[src/rtl/sipo_status_rx_if.sv]
// Bundle between the status-link serializer side and the SIPO receiver.
// master: link/consumer side; slave: the receiver.
interface sipo_status_rx_if #(
    parameter int WIDTH = 24
);
    logic                       serial_in;
    logic                       bit_valid;
    logic                       frame_tgl;
    logic                       out_ready;
    logic [WIDTH-1:0]           data_out;
    logic                       out_valid;
    logic                       overrun;
    logic                       frame_err;
    logic [$clog2(WIDTH+1)-1:0] bit_cnt;

    modport master (
        output serial_in, bit_valid, frame_tgl, out_ready,
        input  data_out, out_valid, overrun, frame_err, bit_cnt
    );

    modport slave (
        input  serial_in, bit_valid, frame_tgl, out_ready,
        output data_out, out_valid, overrun, frame_err, bit_cnt
    );
endinterface

[src/rtl/sipo_status_rx.sv]
// Serial-in/parallel-out status word receiver, LSB first, valid/ready output.
// Optional frame resync on frame_tgl edges when SIPO_RESYNC_EN is defined.
module sipo_status_rx #(
    parameter int WIDTH = 24
) (
    input  logic             sys_clk,
    input  logic             rst,
    sipo_status_rx_if.slave  bus
);
    localparam int            CW   = $clog2(WIDTH + 1);
    localparam logic [CW-1:0] LAST = CW'(WIDTH - 1);

    // Output FSM: EMPTY = no unconsumed word, FULL = data_out holds an unconsumed word
    typedef enum logic {
        EMPTY = 1'b0,
        FULL  = 1'b1
    } state_t;

    state_t           state_q, state_d;
    logic [WIDTH-1:0] shift_q, shift_d;
    logic [WIDTH-1:0] data_q, data_d;
    logic [WIDTH-1:0] word_w;
    logic [CW-1:0]    cnt_q, cnt_d;
    logic             overrun_q, overrun_d;
    logic             toggle_w;
    logic             complete_w;

`ifdef SIPO_RESYNC_EN
    logic frame_tgl_q;
    logic frame_err_q;

    assign toggle_w = (bus.frame_tgl != frame_tgl_q);

    always_ff @(posedge sys_clk) begin
        if (rst) begin
            frame_tgl_q <= 1'b0;
            frame_err_q <= 1'b0;
        end else begin
            frame_tgl_q <= bus.frame_tgl;
            if (toggle_w && (cnt_q != '0)) begin
                frame_err_q <= 1'b1;
            end
        end
    end

    assign bus.frame_err = frame_err_q;
`else
    assign toggle_w      = 1'b0;
    assign bus.frame_err = 1'b0;
`endif

    // Word including the bit being captured this cycle
    always_comb begin
        word_w         = shift_q;
        word_w[cnt_q]  = bus.serial_in;
    end

    always_comb begin
        shift_d    = shift_q;
        cnt_d      = cnt_q;
        data_d     = data_q;
        complete_w = 1'b0;
        if (toggle_w) begin
            shift_d = '0;
            cnt_d   = '0;
            if (bus.bit_valid) begin
                shift_d[0] = bus.serial_in;
                cnt_d      = CW'(1);
            end
        end else if (bus.bit_valid) begin
            if (cnt_q == LAST) begin
                complete_w = 1'b1;
                data_d     = word_w;
                shift_d    = '0;
                cnt_d      = '0;
            end else begin
                shift_d = word_w;
                cnt_d   = cnt_q + 1'b1;
            end
        end
    end

    always_comb begin
        state_d   = state_q;
        overrun_d = overrun_q;
        case (state_q)
            EMPTY: begin
                if (complete_w) begin
                    state_d = FULL;
                end
            end
            FULL: begin
                if (complete_w) begin
                    state_d = FULL;
                    if (!bus.out_ready) begin
                        overrun_d = 1'b1;
                    end
                end else if (bus.out_ready) begin
                    state_d = EMPTY;
                end
            end
            default: state_d = EMPTY;
        endcase
    end

    always_ff @(posedge sys_clk) begin
        if (rst) begin
            state_q   <= EMPTY;
            shift_q   <= '0;
            data_q    <= '0;
            cnt_q     <= '0;
            overrun_q <= 1'b0;
        end else begin
            state_q   <= state_d;
            shift_q   <= shift_d;
            data_q    <= data_d;
            cnt_q     <= cnt_d;
            overrun_q <= overrun_d;
        end
    end

    assign bus.data_out  = data_q;
    assign bus.out_valid = (state_q == FULL);
    assign bus.overrun   = overrun_q;
    assign bus.bit_cnt   = cnt_q;
endmodule

[src/flat_wrapper.sv]
// flat-port wrapper written by rule: the top's interface ports become plain ports
module sipo_status_rx_flat 
#(
    parameter int WIDTH = 24
)
  (sys_clk, rst, bus_serial_in, bus_bit_valid, bus_frame_tgl, bus_out_ready, bus_data_out, bus_out_valid, bus_overrun, bus_frame_err, bus_bit_cnt);
  sipo_status_rx_if #(.WIDTH(WIDTH)) bus_i ();
  input  logic sys_clk;
  input  logic rst;
  input wire logic [$bits(bus_i.serial_in)-1:0] bus_serial_in;
  input wire logic [$bits(bus_i.bit_valid)-1:0] bus_bit_valid;
  input wire logic [$bits(bus_i.frame_tgl)-1:0] bus_frame_tgl;
  input wire logic [$bits(bus_i.out_ready)-1:0] bus_out_ready;
  output wire logic [$bits(bus_i.data_out)-1:0] bus_data_out;
  output wire logic [$bits(bus_i.out_valid)-1:0] bus_out_valid;
  output wire logic [$bits(bus_i.overrun)-1:0] bus_overrun;
  output wire logic [$bits(bus_i.frame_err)-1:0] bus_frame_err;
  output wire logic [$bits(bus_i.bit_cnt)-1:0] bus_bit_cnt;
  assign bus_i.serial_in = bus_serial_in;
  assign bus_i.bit_valid = bus_bit_valid;
  assign bus_i.frame_tgl = bus_frame_tgl;
  assign bus_i.out_ready = bus_out_ready;
  assign bus_data_out = bus_i.data_out;
  assign bus_out_valid = bus_i.out_valid;
  assign bus_overrun = bus_i.overrun;
  assign bus_frame_err = bus_i.frame_err;
  assign bus_bit_cnt = bus_i.bit_cnt;
  sipo_status_rx #(.WIDTH(WIDTH)) u_core (.sys_clk(sys_clk), .rst(rst), .bus(bus_i));
endmodule
[config.mk]
export PLATFORM = sky130hd
export DESIGN_NAME = sipo_status_rx_flat
export DESIGN_NICKNAME = d
export VERILOG_FILES = /design/src/rtl/sipo_status_rx_if.sv /design/src/rtl/sipo_status_rx.sv /design/src/flat_wrapper.sv
export SDC_FILE = /design/constraint.sdc
export NUM_CORES = 1
export LEC_CHECK = 0
export ABC_AREA = 1
export ABC_CLOCK_PERIOD_IN_PS = 1700
export BUFFER_PORTS_ARGS = -buffer_cell sky130_fd_sc_hd__buf_2
export CORE_MARGIN = 10
export CORE_UTILIZATION = 56
export DETAILED_ROUTE_END_ITERATION = 10
export PLACE_DENSITY = 0.89
export SLEW_MARGIN = 15
export SYNTH_ARGS = -nofsm -noshare
export SYNTH_HDL_FRONTEND = slang
export SYNTH_SLANG_ARGS = --single-unit
export TNS_END_PERCENT = 100
[constraint.sdc]
create_clock -name sys_clk -period 1.7 [get_ports sys_clk]
set_input_delay 0.085 -clock sys_clk [delete_from_list [all_inputs] [get_ports sys_clk]]
set_output_delay 0.085 -clock sys_clk [all_outputs]
set_load 0.1 [all_outputs]
==> results of run 1 <==
## worst min-delay path by stage
stage,endpoint,slack (ns),depth (start not counted)
4_1_cts,u_core.bus.out_valid,0.03,4
3_5_place_dp,u_core.bus.out_valid,0.36,4
5_1_grt,u_core.bus.out_valid,0.03,4
6_report,u_core.bus.out_valid,0.04,4
2_1_floorplan,u_core.bus.bit_cnt[4],0.24,2
3_3_place_gp,u_core.bus.out_valid,0.36,4
## per-stage QoR
stage | instances | TNS [ns] | util, % | cell area (µm²)
global route | 438 | 0 | 63.8 | 2780
detailed placement | 431 | 0 | 61.8 | 2690
global placement | 431 | 0 | 61.8 | 2690
CTS | 438 | 0 | 63.8 | 2780
finish | 438 | 0 | 63.8 | 2780
floorplan | 359 | -0.00125 | - | 2520
## metal layers
layer / part of all wire (%) / track usage, % / vias to the layer above / routed length [µm]
li1: - / - / 1211 / -
met1: 41 / 19.1 / 1045 / 2440
met2: 49 / 26.9 / 94 / 2900
met3: 7.0 / 4.21 / 22 / 416
met4: 2.5 / 6.63 / 0 / 149
met5: 0 / 0 / - / 0
## area by class of cell
class | count | area, µm² | area share (%)
Timing Repair Buffer | 45 | 250 | 9.00
Tap cell | 52 | 65.1 | 2.34
Sequential cell | 54 | 1090 | 39.2
Multi-Input combinational cell | 262 | 1210 | 43.7
Inverter | 18 | 72.6 | 2.61
Clock buffer | 7 | 86.3 | 3.11
## report_power, final
group	internal [W]	leakage [nW]	switching [W]
clock network	0.000324	0.0443	0.000395
registers	0.00127	0.438	0.0000121
logic	0.0000412	0.811	0.000156
total	0.00164	1.29	0.000563
## worst max-delay path, cell delays in order (launching register included)
cell and delay (ns):
dfxtp_2 0.36, inv_1 0.11, ha_1 0.48, nand4_1 0.18
nand2_1 0.12, nand2_1 0.06, a21oi_1 0.13
## registers in the layout, indices dropped and copies added (netlist names)
signal	count
u_core.bus.data_out	24
u_core.shift_q	23
u_core.bus.bit_cnt	5
u_core.bus.out_valid	1
u_core.bus.overrun	1
## kinds of logic after synthesis
| kind of cell | count (synthesis) | share of synthesized area [%] |
|---|---|---|
| and+or+nand+nor | 221 | 38.7 |
| DFF | 54 | 43.0 |
| buffers and inverters | 43 | 8.85 |
| AOI/OAI and AO/OA | 36 | 7.31 |
| adders and majority gates | 4 | 1.99 |
| other | 1 | 0.149 |
## what timing repair did
action	4_1_cts	5_1_grt
hold endpoints to repair	0	0
setup endpoints to repair	0	2
gates resized for setup	0	1
buffers inserted	0	0
## layout by cell type, fill, tap and decap left out
| cell type | instances |
|---|---|
| a211oi_1 | 1 |
| a21oi_1 | 27 |
| a31oi_1 | 1 |
| buf_2 | 35 |
| buf_4 | 10 |
| clkbuf_1 | 1 |
| clkbuf_8 | 6 |
| clkinv_4 | 1 |
| conb_1 | 1 |
| dfxtp_1 | 49 |
| dfxtp_2 | 4 |
| dfxtp_4 | 1 |
| ha_1 | 4 |
| inv_1 | 12 |
| inv_2 | 5 |
| nand2_1 | 162 |
| nand2_4 | 2 |
| nand3_1 | 22 |
| nand4_1 | 27 |
| nand4_2 | 1 |
| nor2_1 | 2 |
| nor2_2 | 1 |
| nor2_4 | 1 |
| nor2_8 | 1 |
| nor3_1 | 2 |
| o21ai_0 | 6 |
| o21ai_1 | 1 |
==> impl_metrics.env, run 1 <==
export IMPL_synth_seq_cells=54
export IMPL_drt_iter0_drc=237
export IMPL_port_buffers=35
export IMPL_synthTopCellsByArea="dfxtp_1 (43%), nand2_1 (24%), nand4_1 (6.7%)"
export IMPL_cts_tree="yes"
export IMPL_layout_setup_ws_ns=0.200
export IMPL_wl_per_cell_um=13.5
export IMPL_area_growth_pct=10.4
export IMPL_post_synth_top_count_cell="nand2_1"
export IMPL_drv_cap=0
export IMPL_crit_fanout=12
export IMPL_synth_avg_cell_area_um2=7.01
export IMPL_overflow=0
export IMPL_track_usage_pct=16.1
export IMPL_rows=24
export IMPL_finalCriticalPeriod_ns=1.50
export IMPL_vias=2372
export IMPL_hpwl_um=3960
export IMPL_synth_top_area_cell="dfxtp_1"
export IMPL_rsz0062_at_grt="no"
export IMPL_crit_arrival_ns=1.74
export IMPL_grt_pass1_vias=2269
export IMPL_setup_viol=0
export IMPL_worstMarginPinSlew_ns=0.502
export IMPL_dp_slack_ns=0.232
export IMPL_cts_buffer_depth=2
export IMPL_timing_final_crit_share_pct=88.2
export IMPL_gp_congestion=0.839
export IMPL_syn_nets=369
export IMPL_die_area_um2=7570
export IMPL_worst_ep_required_time_ns=1.94
export IMPL_netlist_cell_type_count=24
export IMPL_holdWs_ns=0.0384
export IMPL_ctsHoldBuffers=0
export IMPL_max_slew_margin_pct=66.5
export IMPL_r2r_start="u_core.bus.bit_cnt[0]"
export IMPL_syn_inst=359
export IMPL_final_hold_viol_count=0
export IMPL_hold_start="bus_out_ready"
export IMPL_worstSetupEndpointType="flip-flop"
export IMPL_fp_dieW_um=87.0
export IMPL_nFillCells=394
export IMPL_ys_warn_count=0
export IMPL_max_vdd_ir_drop_v=0.000569
export IMPL_path_class="flip-flop to flip-flop"
export IMPL_endpoint="u_core.shift_q[10]"
export IMPL_antenna_found_initial=0
export IMPL_routed_wl_um=5910
export IMPL_via_per_inst=5.42
export IMPL_grt_max_degree=27
export IMPL_clock_sinks=54
export IMPL_status="finished, final reports clean"
export IMPL_hold_class="input port to flip-flop"
export IMPL_dr_pass1_iters=6
export IMPL_drive_gt1_share_pct=17.6
export IMPL_yosys_top_cells_count="nand2_1 (162), dfxtp_1 (54), a21oi_1 (27), nand4_1 (27), nand3_1 (22)"
export IMPL_synth_seq_area_share_pct=43.0
export IMPL_clock_root_buffer="clkbuf_8"
export IMPL_critPathLaunch="u_core.bus.bit_cnt[0]"
export IMPL_io_pins=38
export IMPL_p_per_area_nw_per_um2=792
export IMPL_async_flop_share_pct=0
export IMPL_cts_clk_slew_worst_paths_ns=0.09
export IMPL_fmax_ghz=0.667
export IMPL_cts_buffers=5
export IMPL_total_power_w=0.00220
export IMPL_core_um2=4350
export IMPL_startpoint_type="flip-flop"
export IMPL_n_antenna_cell=0
export IMPL_drc=0
export IMPL_p_leak_nw=1.29
export IMPL_fin_skew_ns=0.00705
export IMPL_rrSetupSlack_ns=0.20
export IMPL_worst_r2r_cell_count=6
export IMPL_grt_pass1_wl_um=10100
export IMPL_clk_latency_ns=0.30
export IMPL_synth_ff_type="dfxtp_1"
export IMPL_start_util_pct=57.8
export IMPL_rr_endpoint="u_core.shift_q[10]"
export IMPL_cts_max_level=2
export IMPL_syn_area_um2=2520
export IMPL_ant_nets=0
export IMPL_fin_nets=396
export IMPL_synth_edff_count=0
export IMPL_synth_top_area_share_pct=43.0
export IMPL_slew_viol_final=0
export IMPL_die_h_um=87.0
Note: power is estimated with default switching activity, not from simulation.
==> run 2, diff against run 1 <==
- ABC_CLOCK_PERIOD_IN_PS: 1700 -> 1900
- CORE_UTILIZATION: 56 -> 60
- CTS_CLUSTER_SIZE: unset -> 16
- PLACE_DENSITY: 0.89 -> 0.93
- clock period: 1.7 -> 1.9 ns (I/O delays scaled with it)
==> impl_metrics.env, run 2 (synthesis gave the netlist of run 1 again) <==
export IMPL_final_cell_mix="nand2_1 (162), dfxtp_1 (50), buf_2 (35)"
export IMPL_comb_power_share_pct=8.8
export IMPL_setup_viol=0
export IMPL_startpoint_type="flip-flop"
export IMPL_cts_max_level=2
export IMPL_port_buffers=35
export IMPL_dp_cells=427
export IMPL_p_int_w=0.00147
export IMPL_final_hold_viol_count=0
export IMPL_cts_clk_slew_worst_paths_ns=0.09
export IMPL_n_antenna_cell=0
export IMPL_clock_root_buffer="clkbuf_8"
export IMPL_fin_skew_ns=0.00899
export IMPL_final_common_cell="nand2_1"
export IMPL_via_per_inst=5.63
export IMPL_worstSetupEndpointType="flip-flop"
export IMPL_io_pins=38
export IMPL_hold_class="input port to flip-flop"
export IMPL_critPathLaunch="u_core.bus.bit_cnt[3]"
export IMPL_ant_nets=0
export IMPL_hold_start="bus_out_ready"
export IMPL_fin_util_pct=68.5
export IMPL_cpMostUsedCell="inv_2"
export IMPL_switching_share_pct=26.4
export IMPL_dr_pass1_iters=5
export IMPL_seqPwrFrac_pct=57.6
export IMPL_overflow=0
export IMPL_worst_r2r_cell_count=6
export IMPL_cts_buffers=5
export IMPL_grt_pass1_wl_um=10200
export IMPL_rows=23
export IMPL_status="finished, final reports clean"
export IMPL_rsz0062_at_grt="no"
export IMPL_fin_tns_setup_ns=0
export IMPL_p_leak_nw=1.29
export IMPL_drv_cap=0
export IMPL_crit_path_top_delay_cell="dfxtp_2"
export IMPL_stdcell_count=435
export IMPL_nFillCells=349
export IMPL_antenna_found_initial=0
export IMPL_p_per_area_nw_per_um2=722
export IMPL_start_util_pct=62.5
export IMPL_crit_family="buffers and inverters"
export IMPL_cp_depth=6
export IMPL_die_area_um2=7180
export IMPL_rrSetupSlack_ns=0.23
export IMPL_hpwl_um=3990
export IMPL_max_slew_margin_pct=64.2
export IMPL_track_usage_pct=17.0
export IMPL_grt_pass1_vias=2264
export IMPL_largest_reg_flops=24
export IMPL_worstMarginPinSlew_ns=0.536
export IMPL_fp_dieW_um=84.8
export IMPL_slew_viol_final=0
export IMPL_cpPeakStageDelay_ns=0.54
export IMPL_routed_wl_um=6180
export IMPL_crit_arrival_ns=1.92
export IMPL_r2r_start="u_core.bus.bit_cnt[3]"
export IMPL_drc=0
export IMPL_cts_buffer_depth=2
export IMPL_clock_sinks=54
export IMPL_cp_cell_sequence="inv_2 > nand4_1 > nand2_1 > inv_2 > nand3_1 > a21oi_1"
export IMPL_cp_num_buf_inv=2
export IMPL_die_h_um=84.8
export IMPL_grt_max_degree=27
export IMPL_clk_latency_ns=0.32
export IMPL_drive_gt1_share_pct=16.9
export IMPL_drt_iter0_drc=281
export IMPL_max_vdd_ir_drop_v=0.000456
export IMPL_vias=2448
export IMPL_holdWs_ns=0.0399
export IMPL_area_growth_pct=9.70
export IMPL_fmax_ghz=0.597
export IMPL_wl_per_cell_um=14.2
export IMPL_timing_final_crit_share_pct=88.1
export IMPL_fin_nets=394
export IMPL_core_um2=4030
export IMPL_p_sw_w=0.000526
export IMPL_cts_resized_gates=0
export IMPL_endpoint="u_core.shift_q[17]"
export IMPL_path_class="flip-flop to flip-flop"
export IMPL_power_clock_fraction_pct=33.6
export IMPL_finalCriticalPeriod_ns=1.67
export IMPL_ctsHoldBuffers=0
export IMPL_worst_ep_required_time_ns=2.15
export IMPL_cts_setup_buffers=0
export IMPL_cts_tree="yes"
export IMPL_crit_fanout=23
export IMPL_rr_endpoint="u_core.shift_q[17]"
export IMPL_gp_congestion=0.880
==> run 2: cell types whose count changed in the layout (fill, tap and decap cells not counted) <==
cell      delta
buf_4        -2
clkinv_2     +1
dfxtp_1      +1
dfxtp_4      -1
nor2_1       +1
nor2_2       -1
==> run 2: area by class of cell <==
type / instances / area, µm² / area share (%)
clock buffers: 7 / 86.3 / 3.13
clock inverters: 1 / 5.00 / 0.181
inverters: 18 / 72.6 / 2.63
multi-input cells: 262 / 1210 / 43.9
flip-flops and latches: 54 / 1090 / 39.3
well taps: 50 / 62.6 / 2.27
repair buffers: 43 / 235 / 8.52
==> run 2: layer usage <==
| layer | vias to the layer above | global-route usage, % | wire (µm) |
|---|---|---|---|
| li1 | 1213 | - | - |
| met3 | 14 | 5.02 | 459 |
| met5 | - | 0 | 0 |
| met4 | 0 | 10.3 | 158 |
| met1 | 1107 | 18.8 | 2480 |
| met2 | 114 | 27.9 | 3090 |
==> run 2: worst register-to-register path, stage by stage (launching register included) <==
cell     delay, ns
dfxtp_2       0.54
inv_2         0.19
nand4_1       0.12
nand2_1       0.09
inv_2         0.36
nand3_1       0.17
a21oi_1       0.15
==> run 2: worst min path at each step <==
stage	depth (start not counted)	endpoint	slack, ns
final	4	u_core.bus.out_valid	0.04
after global placement	4	u_core.bus.out_valid	0.37
after floorplan	2	u_core.bus.bit_cnt[4]	0.25
after global routing	4	u_core.bus.out_valid	0.07
after CTS	4	u_core.bus.out_valid	0.04
after detailed placement	4	u_core.bus.out_valid	0.37
==> run 2: per-stage QoR <==
| stage | worst slack [ns] | power (W) | cell area, µm² |
|---|---|---|---|
| 2_1_floorplan | 0.00705 | 0.00131 | 2520 |
| 3_3_place_gp | 0.399 | 0.00134 | 2670 |
| 3_5_place_dp | 0.314 | 0.00135 | 2670 |
| 4_1_cts | 0.272 | 0.00199 | 2760 |
| 5_1_grt | 0.125 | 0.00204 | 2760 |
| 6_report | 0.226 | 0.00199 | 2760 |
==> run 2: power groups by stage <==
stage          combinational, W  sequential, W  clock (W)
2_1_floorplan          0.000110        0.00120          0
3_3_place_gp           0.000167        0.00117          0
3_5_place_dp           0.000172        0.00117          0
4_1_cts                0.000173        0.00115   0.000669
5_1_grt                0.000188        0.00115   0.000706
6_report               0.000176        0.00115   0.000669
